`src/rtl/instruction_fetch_unit.sv`:
```
// Fetch stage: owns the PC, drives the instruction-memory address and registers the returned word into IF/ID.
// Optional performance counters are built when IFU_PERF_CNT_EN is defined.
module instruction_fetch_unit #(
  parameter int ADDR_W   = 6,
  parameter int DATA_W   = 32,
  parameter int RESET_PC = 0,
  parameter int PROG_LEN = 27
) (
  input  logic              Clk,
  input  logic              Rst_n,
  output logic [ADDR_W-1:0] ImAddress,
  input  logic [DATA_W-1:0] ImReadData,
  output logic              IfValid,
  input  logic              IdReady,
  output logic [DATA_W-1:0] IfInstr,
  output logic [ADDR_W-1:0] IfPC,
  input  logic              Redirect,
  input  logic [ADDR_W-1:0] RedirectPC,
  output logic              Done
`ifdef IFU_PERF_CNT_EN
  ,
  output logic [15:0]       FetchCount,
  output logic [15:0]       StallCount
`endif
);

  localparam int                LAST_IDX   = PROG_LEN - 1;
  localparam logic [ADDR_W-1:0] LAST_PC    = LAST_IDX[ADDR_W-1:0];
  localparam logic [ADDR_W:0]   PROG_LEN_W = PROG_LEN[ADDR_W:0];
  localparam logic [ADDR_W-1:0] RST_PC     = RESET_PC[ADDR_W-1:0];

  typedef enum logic {RUN = 1'b0, HALT = 1'b1} state_t;

  state_t              state, state_nxt;
  logic [ADDR_W-1:0]   pc_p0, pc_nxt;
  logic                vld_p1, vld_nxt;
  logic [DATA_W-1:0]   instr_p1;
  logic [ADDR_W-1:0]   pc_p1;
  logic                done_p1, done_nxt;
  logic                load;
  logic                in_range;

  assign in_range = ({1'b0, pc_p0} < PROG_LEN_W);

  always_comb begin
    state_nxt = state;
    pc_nxt    = pc_p0;
    vld_nxt   = vld_p1;
    load      = 1'b0;
    if (Redirect) begin
      state_nxt = RUN;
      pc_nxt    = RedirectPC;
      vld_nxt   = 1'b0;
    end else begin
      if (vld_p1 && IdReady) vld_nxt = 1'b0;
      if (state == RUN) begin
        // An out-of-image PC (only reachable by redirect) halts without fetching.
        if (!in_range) begin
          state_nxt = HALT;
        end else if (!vld_p1 || IdReady) begin
          load    = 1'b1;
          vld_nxt = 1'b1;
          pc_nxt  = pc_p0 + 1'b1;
          if (pc_p0 == LAST_PC) state_nxt = HALT;
        end
      end
    end
    done_nxt = (state_nxt == HALT) && !vld_nxt;
  end

  // p0: program counter and FSM state
  always_ff @(posedge Clk or negedge Rst_n) begin
    if (!Rst_n) begin
      state <= RUN;
      pc_p0 <= RST_PC;
    end else begin
      state <= state_nxt;
      pc_p0 <= pc_nxt;
    end
  end

  // p1: IF/ID output register
  always_ff @(posedge Clk or negedge Rst_n) begin
    if (!Rst_n) begin
      vld_p1   <= 1'b0;
      instr_p1 <= '0;
      pc_p1    <= '0;
      done_p1  <= 1'b0;
    end else begin
      vld_p1  <= vld_nxt;
      done_p1 <= done_nxt;
      if (load) begin
        instr_p1 <= ImReadData;
        pc_p1    <= pc_p0;
      end
    end
  end

  assign ImAddress = pc_p0;
  assign IfValid   = vld_p1;
  assign IfInstr   = instr_p1;
  assign IfPC      = pc_p1;
  assign Done      = done_p1;

`ifdef IFU_PERF_CNT_EN
  function automatic logic [15:0] sat_inc(input logic [15:0] v);
    return (v == 16'hFFFF) ? v : v + 16'd1;
  endfunction

  always_ff @(posedge Clk or negedge Rst_n) begin
    if (!Rst_n) begin
      FetchCount <= '0;
      StallCount <= '0;
    end else begin
      if (load)               FetchCount <= sat_inc(FetchCount);
      if (vld_p1 && !IdReady) StallCount <= sat_inc(StallCount);
    end
  end
`endif

endmodule

```
`config.mk`:
```
export PLATFORM = sky130hd
export DESIGN_NAME = instruction_fetch_unit
export DESIGN_NICKNAME = d
export VERILOG_FILES = /design/src/rtl/instruction_fetch_unit.sv
export SDC_FILE = /design/constraint.sdc
export NUM_CORES = 1
export LEC_CHECK = 0
export CORE_MARGIN = 3
export CORE_UTILIZATION = 37
export DETAILED_ROUTE_END_ITERATION = 7
export GPL_ROUTABILITY_DRIVEN = 0
export PLACE_DENSITY = 0.71
export SYNTH_ARGS = -nofsm -noshare
export SYNTH_HDL_FRONTEND = slang
export SYNTH_SLANG_ARGS = --single-unit
export TNS_END_PERCENT = 20
```
`constraint.sdc`:
```
create_clock -name Clk -period 1.9 [get_ports Clk]
set_input_delay 0.475 -clock Clk [delete_from_list [all_inputs] [get_ports Clk]]
set_output_delay 0.475 -clock Clk [all_outputs]
set_load 0.1 [all_outputs]
```
==> results.tsv <==
stage	metric	value	unit
clock_network	H-tree Lvls	2	
worst_setup_path	WP data required	2.08	ns
sta	Fmax achieved	0.528	GHz
synthesis	Syn. warnings	0	
routing	Routed WL per cell	18.3	um
routing	vias per cell	4.81	
synthesis	Post-Synth XOR/XNOR Area	0.0133	
synthesis	synth unique cells	27	
die	row count	25	
routing	DRT antenna net count	0	
power_and_ir_drop	Peak VDD IR	1.15	mV
synthesis	top cells by area, synth	dfrtp_1 (59%), mux2_4 (14%), mux2_2 (12%)	
layout	antenna fix cells	0	
clock_network	worst skew pair latency	0.30	ns
job	Max Cap Violations	0	
clock_network	CTS buffer count	5	
synthesis	largest family of logic cells by synthesized area	multiplexers	
sta	Slew Limit Fails	0	
synthesis	Synth Area in Simple Gates	0.0569	
worst_setup_path	Crit Path Max Fanout	7	
layout	share of cells above drive strength 1	0.532	
die	Initial Util	0.400	
sta	Final WS setup	0.00752	ns
sta	RSZ-0062 raised after global routing	yes	
synthesis	post-synthesis async set-or-reset flop share	1.00	
synthesis	Synth Cell Area	1980	um2
worst_setup_path	reg-to-reg slack, setup	0.008	ns
placement	dpl cell area	3440	um2
outcome	status	completed	
synthesis	post-synth top area share	0.595	
synthesis	Avg Inst Size Synth	16.0	um2
sta	final setup violation count	0	
clock_network	CTS tree	yes	
power_and_ir_drop	Total Power	6790	uW
placement	post-place setup slack	-0.179	ns
global_route	first-pass GRT wire length	8260	um
synthesis	#FFs+latches synth	47	
routing	final WL	5440	um
worst_setup_path	CP endpoint kind	flop	
clock_network	CTS clock-pin slew for the worst setup and hold paths	0.09	ns
layout	design area	3720	um2
clock_network	Clock Sinks	47	
hold_path	Tightest Hold Check Type	in2async	
global_route	vias in the first global route	1511	
global_route	total global-route track usage	0.169	
global_route	Overflow after GRT	0	
routing	drt first-iter violations	34	
layout	Synth-to-Final Area Change	88.1	%
layout	nets@finish	274	
routing	vias	1432	
synthesis	mux contribution to synthesized area	0.264	
global_route	initial antenna violation count	0	
synthesis	largest area contributor in the netlist	dfrtp_1	
worst_setup_path	kind of critical path	reg2reg	
sta	Final Hold Fails	0	
sta	Clock Skew	0.0114	ns
global_route	largest net degree at the start of global routing	27	
synthesis	top_reg_cell synth	dfrtp_1	
synthesis	EDFF count, synth	0	
power_and_ir_drop	Leakage	0.00164	uW
die	DIE WIDTH	79.1	um
routing	Initial DRT Pass Iterations	4	
sta	crit share post-route	0.996	
power_and_ir_drop	Pwr per Cell Area	1830	nW/um2
synthesis	Synth Area in Adders	0.0127	
die	I/O pin cnt	88	
die	die area	6260	um2
routing	DRC Markers	0	
worst_setup_path	Worst setup SP type	flop	
clock_network	hold_buf cts	0	
worst_setup_path	CP arrival	2.08	ns
sta	normalized max-slew margin	0.754	
synthesis	most common library cells after synthesis	dfrtp_1 (47), mux2_2 (21), mux2_4 (19)	
sta	measured slew at the worst slew-check pin	0.368	ns
sta	WHS	0.165	ns
layout	Core Util, Final	0.753	
synthesis	syn nets	168	
die	Die H	79.1	um
placement	DP HPWL	3930	um
clock_network	Clock Path Buffers	2	
die	core box area	4940	um2
placement	input/output buffers	87	
synthesis	Syn Inst Count	124	
clock_network	CTS root buffer	clkbuf_8	
synthesis	post-synthesis sequential area ratio	0.595	
sta	post-route minimum period	1.89	ns
synthesis	most common cell in the netlist	dfrtp_1	
synthesis	Synth Area in Compound Gates	0.0253	
-- registers in the layout, summed over array words and instances (netlist names) --
register,cells
IfValid,1
state,1
Done,1
IfInstr,32
ImAddress,6
IfPC,6
-- area by class of cell --
cell class              count  area [um2]
clock buffers               6        82.6
repair buffers            104        1540
well taps                  67        83.8
inverters                   1        3.75
multi-input cells          71         802
clock inverters             2        16.3
fillers                   331        1220
flip-flops and latches     47        1190
-- repair_timing --
| item | in CTS | in global routing |
|---|---|---|
| resized for setup | 0 | 14 |
| setup buffers | 0 | 4 |
| endpoints found under the setup margin | 0 | 33 |
-- where the power goes --
group / internal [uW] / leakage (uW) / switching (uW)
sequential: 1320 / 0.000552 / 374
clock: 297 / 0.0000474 / 336
combinational: 1740 / 0.00104 / 2730
-- cell usage in the layout (no fill, tap or decap), types with 2 or more instances in the layout --
cell type,instances
nand4_1,2
clkdlybuf4s50_1,40
buf_12,48
nand2_1,5
clkbuf_16,3
nor2_1,4
mux2_4,31
mux2_2,9
buf_4,10
xnor2_1,2
and3_1,2
dfrtp_2,5
dfrtp_1,40
clkbuf_8,6
o21ai_0,2
dfrtp_4,2
-- metal layers --
metal	vias up	wire length, um	track usage
met2	61	2790	0.285
met1	712	2230	0.218
met4	0	29	0.0344
li1	655	-	-
met3	4	393	0.0488
met5	-	0	0
-- kinds of logic (layout without fill, tap and decap cells) --
group / after synthesis / count (layout)
flip-flops: 47 / 47
multiplexers: 40 / 40
AND/OR/NAND/NOR: 19 / 19
AO/OA/AOI/OAI: 7 / 7
buffers and inverters: 6 / 113
XOR/XNOR: 3 / 3
adder cells (fa/ha/maj): 2 / 2
-- path summary, 6_finish.rpt --
| kind | from | end | depth (start not counted) |
|---|---|---|---|
| worst max-delay path | ImAddress[1] | IfInstr[24] | 7 |
| worst min-delay path | Rst_n | IfInstr[27] | 2 |
| worst max register to register | ImAddress[1] | IfInstr[24] | 7 |
| worst min register to register | IfInstr[4] | IfInstr[4] | 1 |
| max in group asynchronous | Rst_n | IfInstr[0] | 2 |
| min in group Clk | IfInstr[4] | IfInstr[4] | 1 |
-- critical path, stage by stage (launching register included) --
cell,delay (ns)
dfrtp_4,0.50
ha_4,0.18
o211ai_4,0.21
nand3_4,0.11
nor2_4,0.17
buf_12,0.15
clkbuf_16,0.16
mux2_4,0.30
-- metrics by stage --
step                std cells  TNS, ns
floorplan                 124    -2.58
global placement          282    -2.85
detailed placement        282    -5.30
CTS                       290        0
global route              298    -1.09
finish                    298        0
Note: power is estimated with default switching activity, not from simulation.
